File: src/rtl/sha256_arbiter.sv
// Round-robin arbiter that locks one requester onto the shared SHA-256 manager for a whole message and digest return (optional per-requester message counters under SHA256_ARB_STATS_EN).
// Latency: one cycle of arbitration from IDLE to DATA; data and digest paths are purely combinational pass-through.
// Backpressure: manager ready and granted requester's digest ready are forwarded straight through; non-granted requesters always see ready/valid low.
module sha256_arbiter #(
  parameter int NUM_REQ         = 4,
  parameter int SHA_IF_DATA_W   = 256,
  parameter int SHA256_DIGEST_W = 256
) (
  input  logic                               clk,
  input  logic                               rst,
  input  logic [NUM_REQ-1:0]                 req_arb_data_val,
  input  logic [NUM_REQ*SHA_IF_DATA_W-1:0]   req_arb_data,
  input  logic [NUM_REQ-1:0]                 req_arb_data_last,
  output logic [NUM_REQ-1:0]                 arb_req_rdy,
  output logic [NUM_REQ-1:0]                 arb_req_digest_val,
  output logic [SHA256_DIGEST_W-1:0]         arb_req_digest,
  input  logic [NUM_REQ-1:0]                 req_arb_digest_rdy,
  output logic                               arb_mgr_data_val,
  output logic [SHA_IF_DATA_W-1:0]           arb_mgr_data,
  output logic                               arb_mgr_data_last,
  input  logic                               mgr_arb_rdy,
  input  logic                               mgr_arb_digest_val,
  input  logic [SHA256_DIGEST_W-1:0]         mgr_arb_digest,
  output logic                               arb_mgr_digest_rdy,
  output logic [2:0]                         arb_grant_id,
  output logic                               arb_busy
`ifdef SHA256_ARB_STATS_EN
  ,
  output logic [NUM_REQ*16-1:0]              arb_msg_count
`endif
);

  typedef enum logic [1:0] {IDLE, DATA, DIGEST} state_t;

  state_t             state, state_nxt;
  logic [2:0]         grant, grant_nxt;
  logic [2:0]         rr_ptr, rr_ptr_nxt;

  logic [NUM_REQ-1:0] gnt_oh;
  logic               g_val;
  logic               g_last;
  logic               g_dig_rdy;
  logic [SHA_IF_DATA_W-1:0] g_data;

  logic               sel_found;
  logic [2:0]         sel_id;
  int                 idx;

  logic               data_hs;
  logic               dig_hs;

  // Everything the granted requester drives, muxed out by the registered grant.
  always_comb begin
    gnt_oh    = '0;
    g_val     = 1'b0;
    g_last    = 1'b0;
    g_dig_rdy = 1'b0;
    g_data    = '0;
    for (int i = 0; i < NUM_REQ; i++) begin
      if (grant == 3'(i)) begin
        gnt_oh[i] = 1'b1;
        g_val     = req_arb_data_val[i];
        g_last    = req_arb_data_last[i];
        g_dig_rdy = req_arb_digest_rdy[i];
        g_data    = req_arb_data[i*SHA_IF_DATA_W +: SHA_IF_DATA_W];
      end
    end
  end

  // First valid requester at or above rr_ptr, wrapping modulo NUM_REQ.
  always_comb begin
    sel_found = 1'b0;
    sel_id    = '0;
    idx       = 0;
    for (int i = 0; i < NUM_REQ; i++) begin
      idx = int'(rr_ptr) + i;
      if (idx >= NUM_REQ) idx = idx - NUM_REQ;
      for (int k = 0; k < NUM_REQ; k++) begin
        if (!sel_found && idx == k && req_arb_data_val[k]) begin
          sel_found = 1'b1;
          sel_id    = 3'(k);
        end
      end
    end
  end

  always_ff @(posedge clk or negedge rst) begin
    if (!rst) begin
      state  <= IDLE;
      grant  <= '0;
      rr_ptr <= '0;
    end else begin
      state  <= state_nxt;
      grant  <= grant_nxt;
      rr_ptr <= rr_ptr_nxt;
    end
  end

  always_comb begin
    state_nxt          = state;
    grant_nxt          = grant;
    rr_ptr_nxt         = rr_ptr;
    arb_req_rdy        = '0;
    arb_req_digest_val = '0;
    arb_mgr_data_val   = 1'b0;
    arb_mgr_data_last  = 1'b0;
    arb_mgr_digest_rdy = 1'b0;
    arb_mgr_data       = g_data;
    arb_req_digest     = mgr_arb_digest;
    data_hs            = 1'b0;
    dig_hs             = 1'b0;
    case (state)
      IDLE: begin
        if (sel_found) begin
          grant_nxt = sel_id;
          state_nxt = DATA;
        end
      end
      DATA: begin
        arb_mgr_data_val  = g_val;
        arb_mgr_data_last = g_last;
        arb_req_rdy       = gnt_oh & {NUM_REQ{mgr_arb_rdy}};
        data_hs           = g_val & mgr_arb_rdy;
        if (data_hs && g_last) state_nxt = DIGEST;
      end
      DIGEST: begin
        arb_req_digest_val = gnt_oh & {NUM_REQ{mgr_arb_digest_val}};
        arb_mgr_digest_rdy = g_dig_rdy;
        dig_hs             = mgr_arb_digest_val & g_dig_rdy;
        if (dig_hs) begin
          state_nxt  = IDLE;
          rr_ptr_nxt = (grant == 3'(NUM_REQ - 1)) ? 3'd0 : grant + 3'd1;
        end
      end
      default: state_nxt = IDLE;
    endcase
  end

  assign arb_grant_id = grant;
  assign arb_busy     = (state != IDLE);

`ifdef SHA256_ARB_STATS_EN
  logic [15:0] msg_cnt [NUM_REQ];

  // Counts saturate rather than wrap so a long soak never reports a small number.
  always_ff @(posedge clk or negedge rst) begin
    if (!rst) begin
      for (int i = 0; i < NUM_REQ; i++) msg_cnt[i] <= '0;
    end else begin
      for (int i = 0; i < NUM_REQ; i++) begin
        if (dig_hs && gnt_oh[i] && msg_cnt[i] != 16'hFFFF) msg_cnt[i] <= msg_cnt[i] + 16'd1;
      end
    end
  end

  always_comb begin
    arb_msg_count = '0;
    for (int i = 0; i < NUM_REQ; i++) arb_msg_count[i*16 +: 16] = msg_cnt[i];
  end
`endif

endmodule

File: config.mk
export PLATFORM = sky130hd
export DESIGN_NAME = sha256_arbiter
export DESIGN_NICKNAME = d
export VERILOG_FILES = /design/src/rtl/sha256_arbiter.sv
export SDC_FILE = /design/constraint.sdc
export NUM_CORES = 1
export LEC_CHECK = 0
export ABC_AREA = 1
export CAP_MARGIN = 20
export CORE_AREA = 2 2 710 712
export CTS_CLUSTER_SIZE = 8
export DETAILED_ROUTE_END_ITERATION = 16
export DIE_AREA = 0 0 712 714
export SYNTH_ARGS = -nofsm -noshare
export SYNTH_HDL_FRONTEND = slang
export SYNTH_SLANG_ARGS = --single-unit
File: constraint.sdc
create_clock -name clk -period 2.2 [get_ports clk]
set_input_delay 0.44 -clock clk [delete_from_list [all_inputs] [get_ports clk]]
set_output_delay 0.44 -clock clk [all_outputs]
set_load 0.02 [all_outputs]
==> results_dict.tcl, run 1 <==
set metrics [dict create \
    drt-pass1-iter-count 5 \
    clock_latency_ns 0.23 \
    clockRootBuffer "sky130_fd_sc_hd__clkbuf_16" \
    die_area_um2 508400 \
    io_pins 1823 \
    normalized_max_slew_margin_pct 53.27 \
    final_antenna_net_count 0 \
    totalNegativeSetupSlack_ns -163.17 \
    grtUsageMet2_pct 23.61 \
    result_of_the_run "finished, violations left" \
    clk_sink_count 6 \
    cts_tree "done" \
    setup-violations-final 267 \
    syn-instance-count 1591 \
    mostFrequentLayoutCell "sky130_fd_sc_hd__clkdlybuf4s50_1" \
    worst-endpoint-required_ns 1.76 \
    cts-root-to-sink-buffers 2 \
    synth_simple_gate_area_share_pct 24.41 \
    drt_iter0_drc 1338 \
    timing_hold_violations_final 0 \
    syn_to_final_growth_pct 362.3 \
    synth.yosys.seq_area_share_pct 1.578 \
    initial_core_util_pct 1.901 \
    synth_adder_area_share_pct 0.5261 \
    synth_seq_cells 6 \
    buffer_ports.inserted 1309 \
    grt_setup_unrepaired "true" \
    max-vdd-ir-drop_uv 817.1 \
    global_route.overflow_total 0 \
    synth_cell_types 28 \
    post_synth_mux_area_share_pct 0 \
    hold_path.class "in -> async" \
    die_height_um 714 \
    numCtsBuffers 3 \
    wirelength_um 388900 \
    endpoint_kind "output pin" \
    setup.reg_to_reg.worst_slack_ns -0.38 \
    dieWidth_um 712 \
    synth_compound_area_share_pct 44.89 \
    grt_first_pass_wirelength_um 436300 \
    cap_violations 0 \
    slew_viol_final 0 \
    gr_layer_usage_met1_pct 14.41 \
    worst_r2r_endpoint "rr_ptr[0]" \
    drt_drc_violations_left 0 \
    worst_reg_to_reg_path_cell_count 18 \
    post-route-min-period_ns 3.017 \
    timing.critical_path.fanout_max 8 \
    clk_transition_reported_paths_ns 0.03 \
    largest_net_degree_at_the_start_of_global_routing 32 \
    finalPower_mw 78.32 \
    synth.avg_cell_area_um2 5.979 \
    vias_in_the_first_global_route 21100 \
    synth_flop_cell "sky130_fd_sc_hd__dfrtp_1" \
    tightestPinTransition_ns 0.7010 \
    hold_ws_ns 0.4992 \
    synth-warning-count 0 \
    post_synth_xor_area_fraction_pct 0 \
    worstPathArrival_ns 2.58 \
    routed-via-count 22930 \
    final.setup_skew_ns 0.001941 \
    grt.total_usage_pct 14.60 \
    dpl_worst_slack_ns -1.077 \
    failed_checks "negative setup slack" \
    r2r_start "arb_grant_id[1]" \
    pwr_density_cell_nw_per_um2 1781 \
    synthesis.area_um2 9513 \
    antenna_found_initial 527 \
    gr-usage-met3_pct 10.86 \
    period_share_pct 137.2 \
    postCtsHoldBufs 0 \
    num-nets-final 4267 \
    start_kind "register" \
    synth_fp_nets 2891 \
    gr-max-usage-layer "met2" \
    async_flop_share_pct 100.0 \
    htree_levels 1 \
    fmax_ghz 0.3314 \
    post-route-worst-setup-slack_ns -0.8173 \
    layout_common_cells "sky130_fd_sc_hd__clkdlybuf4s50_1 (1042), sky130_fd_sc_hd__nand2_1 (280), sky130_fd_sc_hd__buf_4 (267), sky130_fd_sc_hd__buf_12 (267), sky130_fd_sc_hd__o31ai_4 (237)" \
    gp_routability_congestion 1.158 \
    timing.setup.critical_path_class "reg -> out" \
    dominant_combinational_cell_family_by_area_after_synthesis "compound AO/OA/AOI/OAI gates" \
    avgRoutedWirePerCell_um 39.57 \
    coreArea_um2 500300 \
    post-route-util_pct 8.789 \
    detailed_place_hpwl_um 356400 \
    p_leak_nw 13.52 \
    rows 260 \
    ratio_of_cells_with_drive_above_1_in_the_final_layout_pct 45.40 \
    synth_enable_flop_cells 0 \
    post_drt_via_cell_ratio 2.333 \
]
==> how the worst max path moves through the flow <==
stage	startpoint	endpoint	slack, ns	depth (start not counted)
after floorplan	arb_grant_id[0]	arb_mgr_data[217]	-0.22	5
after global placement	arb_grant_id[0]	arb_mgr_data[99]	-1.13	10
after detailed placement	arb_grant_id[0]	arb_mgr_data[107]	-1.08	10
after CTS	arb_grant_id[0]	arb_mgr_data[99]	-0.91	10
after global routing	arb_grant_id[0]	arb_mgr_data[69]	-0.91	9
final	arb_grant_id[0]	arb_mgr_data[109]	-0.82	13
==> layer usage <==
metal	wire [µm]	up-vias
met5	2058	-
met4	18160	304
met3	61070	1171
met2	174200	2289
met1	133400	10460
li1	-	8702
==> cells by family after synthesis <==
group	Yosys count
buf+inv	459
other cells	1
compound gates	530
fa+ha+maj	4
flops	6
simple gates	591
==> registers in the layout, indices dropped and copies added, names as in the netlist <==
register,flops
rr_ptr,2
arb_grant_id,2
state,2
==> cell type report <==
type / instances / area [µm²]
antenna: 181 / 452.9
tap: 6681 / 8359
multi-input combinational: 1126 / 13380
fill: 58070 / 456400
timing repair buffer: 1799 / 21380
clock buffer: 3 / 75.07
inverter: 31 / 177.7
sequential: 6 / 152.6
==> power breakdown <==
group	switching, mW	leakage (nW)	internal [mW]
logic	42.3	13.4	35.5
clock network	0.0633	0.0381	0.233
registers	0.0678	0.0666	0.165
==> Yosys cell counts, types with 2 or more instances <==
master                     number  share of area [%]
sky130_fd_sc_hd__a221oi_1     256                 24
sky130_fd_sc_hd__a22oi_1        2               0.16
sky130_fd_sc_hd__buf_1          8               0.32
sky130_fd_sc_hd__buf_2         23                1.2
sky130_fd_sc_hd__buf_4        257                 20
sky130_fd_sc_hd__clkbuf_1     140                5.5
sky130_fd_sc_hd__dfrtp_1        6                1.6
sky130_fd_sc_hd__ha_1           4               0.53
sky130_fd_sc_hd__inv_1         28                1.1
sky130_fd_sc_hd__inv_2          3               0.12
sky130_fd_sc_hd__nand2_1      288                 11
sky130_fd_sc_hd__nand3_1        5               0.26
sky130_fd_sc_hd__nand4_1        2               0.13
sky130_fd_sc_hd__nand4_4        2               0.45
sky130_fd_sc_hd__nor2_1       281                 11
sky130_fd_sc_hd__nor2_4         3               0.36
sky130_fd_sc_hd__nor3_1         6               0.32
sky130_fd_sc_hd__nor3_2         2               0.21
sky130_fd_sc_hd__o21ai_0        8               0.42
sky130_fd_sc_hd__o21ai_1        3               0.16
sky130_fd_sc_hd__o31ai_1      257                 20
==> critical path, stage by stage (launching register included) <==
cell	delay [ns]
sky130_fd_sc_hd__dfrtp_2	0.43
sky130_fd_sc_hd__inv_2	0.10
sky130_fd_sc_hd__buf_6	0.11
sky130_fd_sc_hd__ha_4	0.17
sky130_fd_sc_hd__buf_12	0.13
sky130_fd_sc_hd__clkinv_16	0.07
sky130_fd_sc_hd__buf_12	0.16
sky130_fd_sc_hd__buf_16	0.14
sky130_fd_sc_hd__buf_12	0.13
sky130_fd_sc_hd__buf_12	0.13
sky130_fd_sc_hd__buf_16	0.17
sky130_fd_sc_hd__nor2_2	0.24
sky130_fd_sc_hd__o31ai_4	0.13
sky130_fd_sc_hd__buf_12	0.15
==> per-stage QoR <==
| step | std cells | instance area [µm²] |
|---|---|---|
| after floorplan | 1591 | 13250 |
| after global placement | 9424 | 36410 |
| after detailed placement | 9424 | 36410 |
| after CTS | 9583 | 41640 |
| after global routing | 9730 | 43730 |
| final | 9827 | 43970 |
==> timing repair <==
item / in CTS / in global routing
resized for setup: 741 / 247
buffers inserted: 140 / 66
gates cloned: 27 / 6
setup endpoints to repair: 267 / 269
pin swaps: 84 / 70
No activity file was read; power rests on OpenSTA's default activity.
==> run 2, diff against run 1 <==
- ABC_AREA: 1 -> unset
- CORE_AREA: 2 2 710 712 -> 2 2 712 714
- DIE_AREA: 0 0 712 714 -> 0 0 714 716
==> results_dict.tcl, run 2 <==
set metrics [dict create \
    result_of_the_run "finished, violations left" \
    failed_checks "negative setup slack" \
    async_flop_share_pct 100.0 \
    timing.setup.critical_path_class "reg -> out" \
    slowest_cell_on_the_critical_path "sky130_fd_sc_hd__dfrtp_2" \
    worst_r2r_endpoint "state[0]" \
    avgRoutedWirePerCell_um 36.12 \
    dieWidth_um 714 \
    mostFrequentLayoutCell "sky130_fd_sc_hd__clkdlybuf4s50_1" \
    worst-endpoint-required_ns 1.76 \
    clockRootBuffer "sky130_fd_sc_hd__clkbuf_16" \
    timing.critical_path.fanout_max 6 \
    die_height_um 716 \
    die_area_um2 511200 \
    global_route.overflow_total 0 \
    cap_violations 0 \
    hold_ws_ns 0.4600 \
    r2r_start "arb_grant_id[1]" \
    final.setup_skew_ns 0.003016 \
    critical-path-top-delay-family "buffers and inverters" \
    synth_seq_cells 6 \
    syn-instance-count 2055 \
    initial_core_util_pct 2.215 \
    yosysMostFrequentCell "sky130_fd_sc_hd__nand2_1" \
    clk_sink_count 6 \
    htree_levels 1 \
    synth_flop_cell "sky130_fd_sc_hd__dfrtp_1" \
    final_antenna_net_count 0 \
    gp_routability_congestion 1.120 \
    slew_viol_final 0 \
    pwr_density_cell_nw_per_um2 1379 \
    grt.total_usage_pct 13.60 \
    normalized_max_slew_margin_pct 49.91 \
    synth_cell_types 39 \
    post-route-util_pct 8.372 \
    post-route-worst-setup-slack_ns -0.8538 \
    rows 261 \
    io_pins 1823 \
    synth_fp_nets 3355 \
    synth.yosys.seq_area_share_pct 1.346 \
    synth_enable_flop_cells 0 \
    timing_hold_violations_final 0 \
    wirelength_um 371900 \
    endpoint_kind "output pin" \
    netlist.area_leader.share_pct 22.66 \
    start_kind "register" \
    cts-root-to-sink-buffers 2 \
    largest_net_degree_at_the_start_of_global_routing 47 \
    drt-pass1-iter-count 7 \
    worstPathArrival_ns 2.61 \
    bufs_and_invs_on_worst_path 5 \
    layout_common_cells "sky130_fd_sc_hd__clkdlybuf4s50_1 (1043), sky130_fd_sc_hd__nand2_1 (471), sky130_fd_sc_hd__buf_12 (268)" \
    numCtsBuffers 3 \
    cp_slowest_stage_delay_ns 0.43 \
    setup-violations-final 269 \
    clk_transition_reported_paths_ns 0.04 \
    top_cells_by_area_in_the_synthesized_netlist "sky130_fd_sc_hd__a21oi_1 (23%), sky130_fd_sc_hd__buf_4 (18%), sky130_fd_sc_hd__nand2_1 (17%)" \
    setup.reg_to_reg.worst_slack_ns -0.34 \
    antenna_found_initial 473 \
    synth_top_cell_by_area "sky130_fd_sc_hd__a21oi_1" \
    cts_tree "done" \
    grt_first_pass_wirelength_um 408000 \
    detailed_place_hpwl_um 335500 \
    synthesis.area_um2 11150 \
    worst_reg_to_reg_path_cell_count 12 \
    synth.cells.most_frequent "sky130_fd_sc_hd__nand2_1 (513), sky130_fd_sc_hd__a21oi_1 (505), sky130_fd_sc_hd__buf_4 (269)" \
    num-nets-final 4639 \
    post-route-min-period_ns 3.054 \
    finalPower_mw 58.14 \
    drt_drc_violations_left 0 \
    hold_path.class "in -> async" \
    grt_setup_unrepaired "true" \
    max-vdd-ir-drop_uv 747.2 \
    vias_in_the_first_global_route 21540 \
    p_leak_nw 12.62 \
    clock_latency_ns 0.24 \
    synth-warning-count 0 \
    post_drt_via_cell_ratio 2.382 \
    period_share_pct 138.8 \
    synth.avg_cell_area_um2 5.427 \
    ratio_of_cells_with_drive_above_1_in_the_final_layout_pct 40.44 \
    tightestPinTransition_ns 0.7490 \
    drt_iter0_drc 2109 \
    routed-via-count 24520 \
    coreArea_um2 503600 \
    dpl_worst_slack_ns -1.183 \
    buffer_ports.inserted 1309 \
    fmax_ghz 0.3275 \
    crit_path_cell_trace "ha_4, buf_16, buf_12, buf_16, buf_4, nand3b_1, a21oi_2, a21oi_1, o21ai_2, buf_12" \
    syn_to_final_growth_pct 278.0 \
]
run 2: repair_timing:
| action | 4_1_cts | 5_1_grt |
|---|---|---|
| endpoints found under the setup margin | 272 | 272 |
| buffers inserted | 85 | 68 |
| pin swaps | 132 | 224 |
| hold buffers | 0 | 0 |
| gates resized for setup | 582 | 502 |
| gates cloned | 27 | 26 |
run 2: worst register-to-register path: stages, from the launching register on:
cell,delay [ns]
sky130_fd_sc_hd__dfrtp_2,0.42
sky130_fd_sc_hd__inv_4,0.08
sky130_fd_sc_hd__ha_4,0.22
sky130_fd_sc_hd__buf_4,0.15
sky130_fd_sc_hd__buf_6,0.12
sky130_fd_sc_hd__buf_12,0.16
sky130_fd_sc_hd__buf_12,0.16
sky130_fd_sc_hd__nand2_1,0.09
sky130_fd_sc_hd__a311oi_4,0.39
sky130_fd_sc_hd__buf_4,0.20
sky130_fd_sc_hd__buf_4,0.10
sky130_fd_sc_hd__nand4_1,0.12
sky130_fd_sc_hd__a21bo_2,0.24
run 2: cell families (layout without fill, tap and decap cells):
| group | Yosys count | after routing | share of synthesized area [%] |
|---|---|---|---|
| buffers and inverters | 464 | 1747 | 26.20 |
| adder cells (fa/ha/maj) | 4 | 4 | 0.4488 |
| multiplexers | 2 | 2 | 0.2019 |
| other | 1 | 253 | 0.03363 |
| AND/OR/NAND/NOR | 798 | 798 | 36.09 |
| flip-flops | 6 | 6 | 1.346 |
| AO/OA/AOI/OAI | 780 | 780 | 35.68 |
run 2: worst max path at each step:
| stage | startpoint | to | cells past startpoint |
|---|---|---|---|
| global route | arb_grant_id[0] | arb_mgr_data[219] | 10 |
| finish | arb_grant_id[0] | arb_mgr_data[221] | 10 |
| detailed placement | arb_grant_id[0] | arb_mgr_data[198] | 10 |
| CTS | arb_grant_id[0] | arb_mgr_data[219] | 10 |
| global placement | arb_grant_id[0] | arb_mgr_data[198] | 10 |
| floorplan | arb_grant_id[0] | arb_mgr_data[204] | 6 |
run 2: report_power, final:
part	total (mW)	switching [mW]	leakage, nW	internal [mW]
sequential	0.201	0.0444	0.0747	0.157
clock	0.312	0.0706	0.0397	0.241
combinational	57.6	32.5	12.5	25.1
total	58.1	32.6	12.6	25.5
run 2: cell type report:
cell class / instances / area (µm²)
well taps: 6706 / 8391
inverters: 7 / 28.78
flip-flops and latches: 6 / 152.6
multi-input cells: 1585 / 11940
repair buffers: 1736 / 20930
fillers: 58620 / 461400
clock buffers: 4 / 78.83
diodes: 252 / 630.6
run 2: layer usage:
layer / share of wire (%) / vias to the layer above / global-route usage [%]
met5: 0.43 / - / 0.1791
met4: 5.5 / 206 / 6.224
met2: 45 / 2392 / 21.81
met1: 33 / 11110 / 13.37
li1: - / 9737 / -
met3: 16 / 1076 / 9.487
run 2: through the flow:
step | cells | instance area [µm²] | TNS (ns)
finish | 10300 | 42160 | -173.58
detailed placement | 9849 | 34690 | -168.52
global placement | 9849 | 34690 | -161.82
floorplan | 2055 | 11890 | -0.4671
global route | 10220 | 41960 | -196.53
CTS | 9961 | 38760 | -186.79
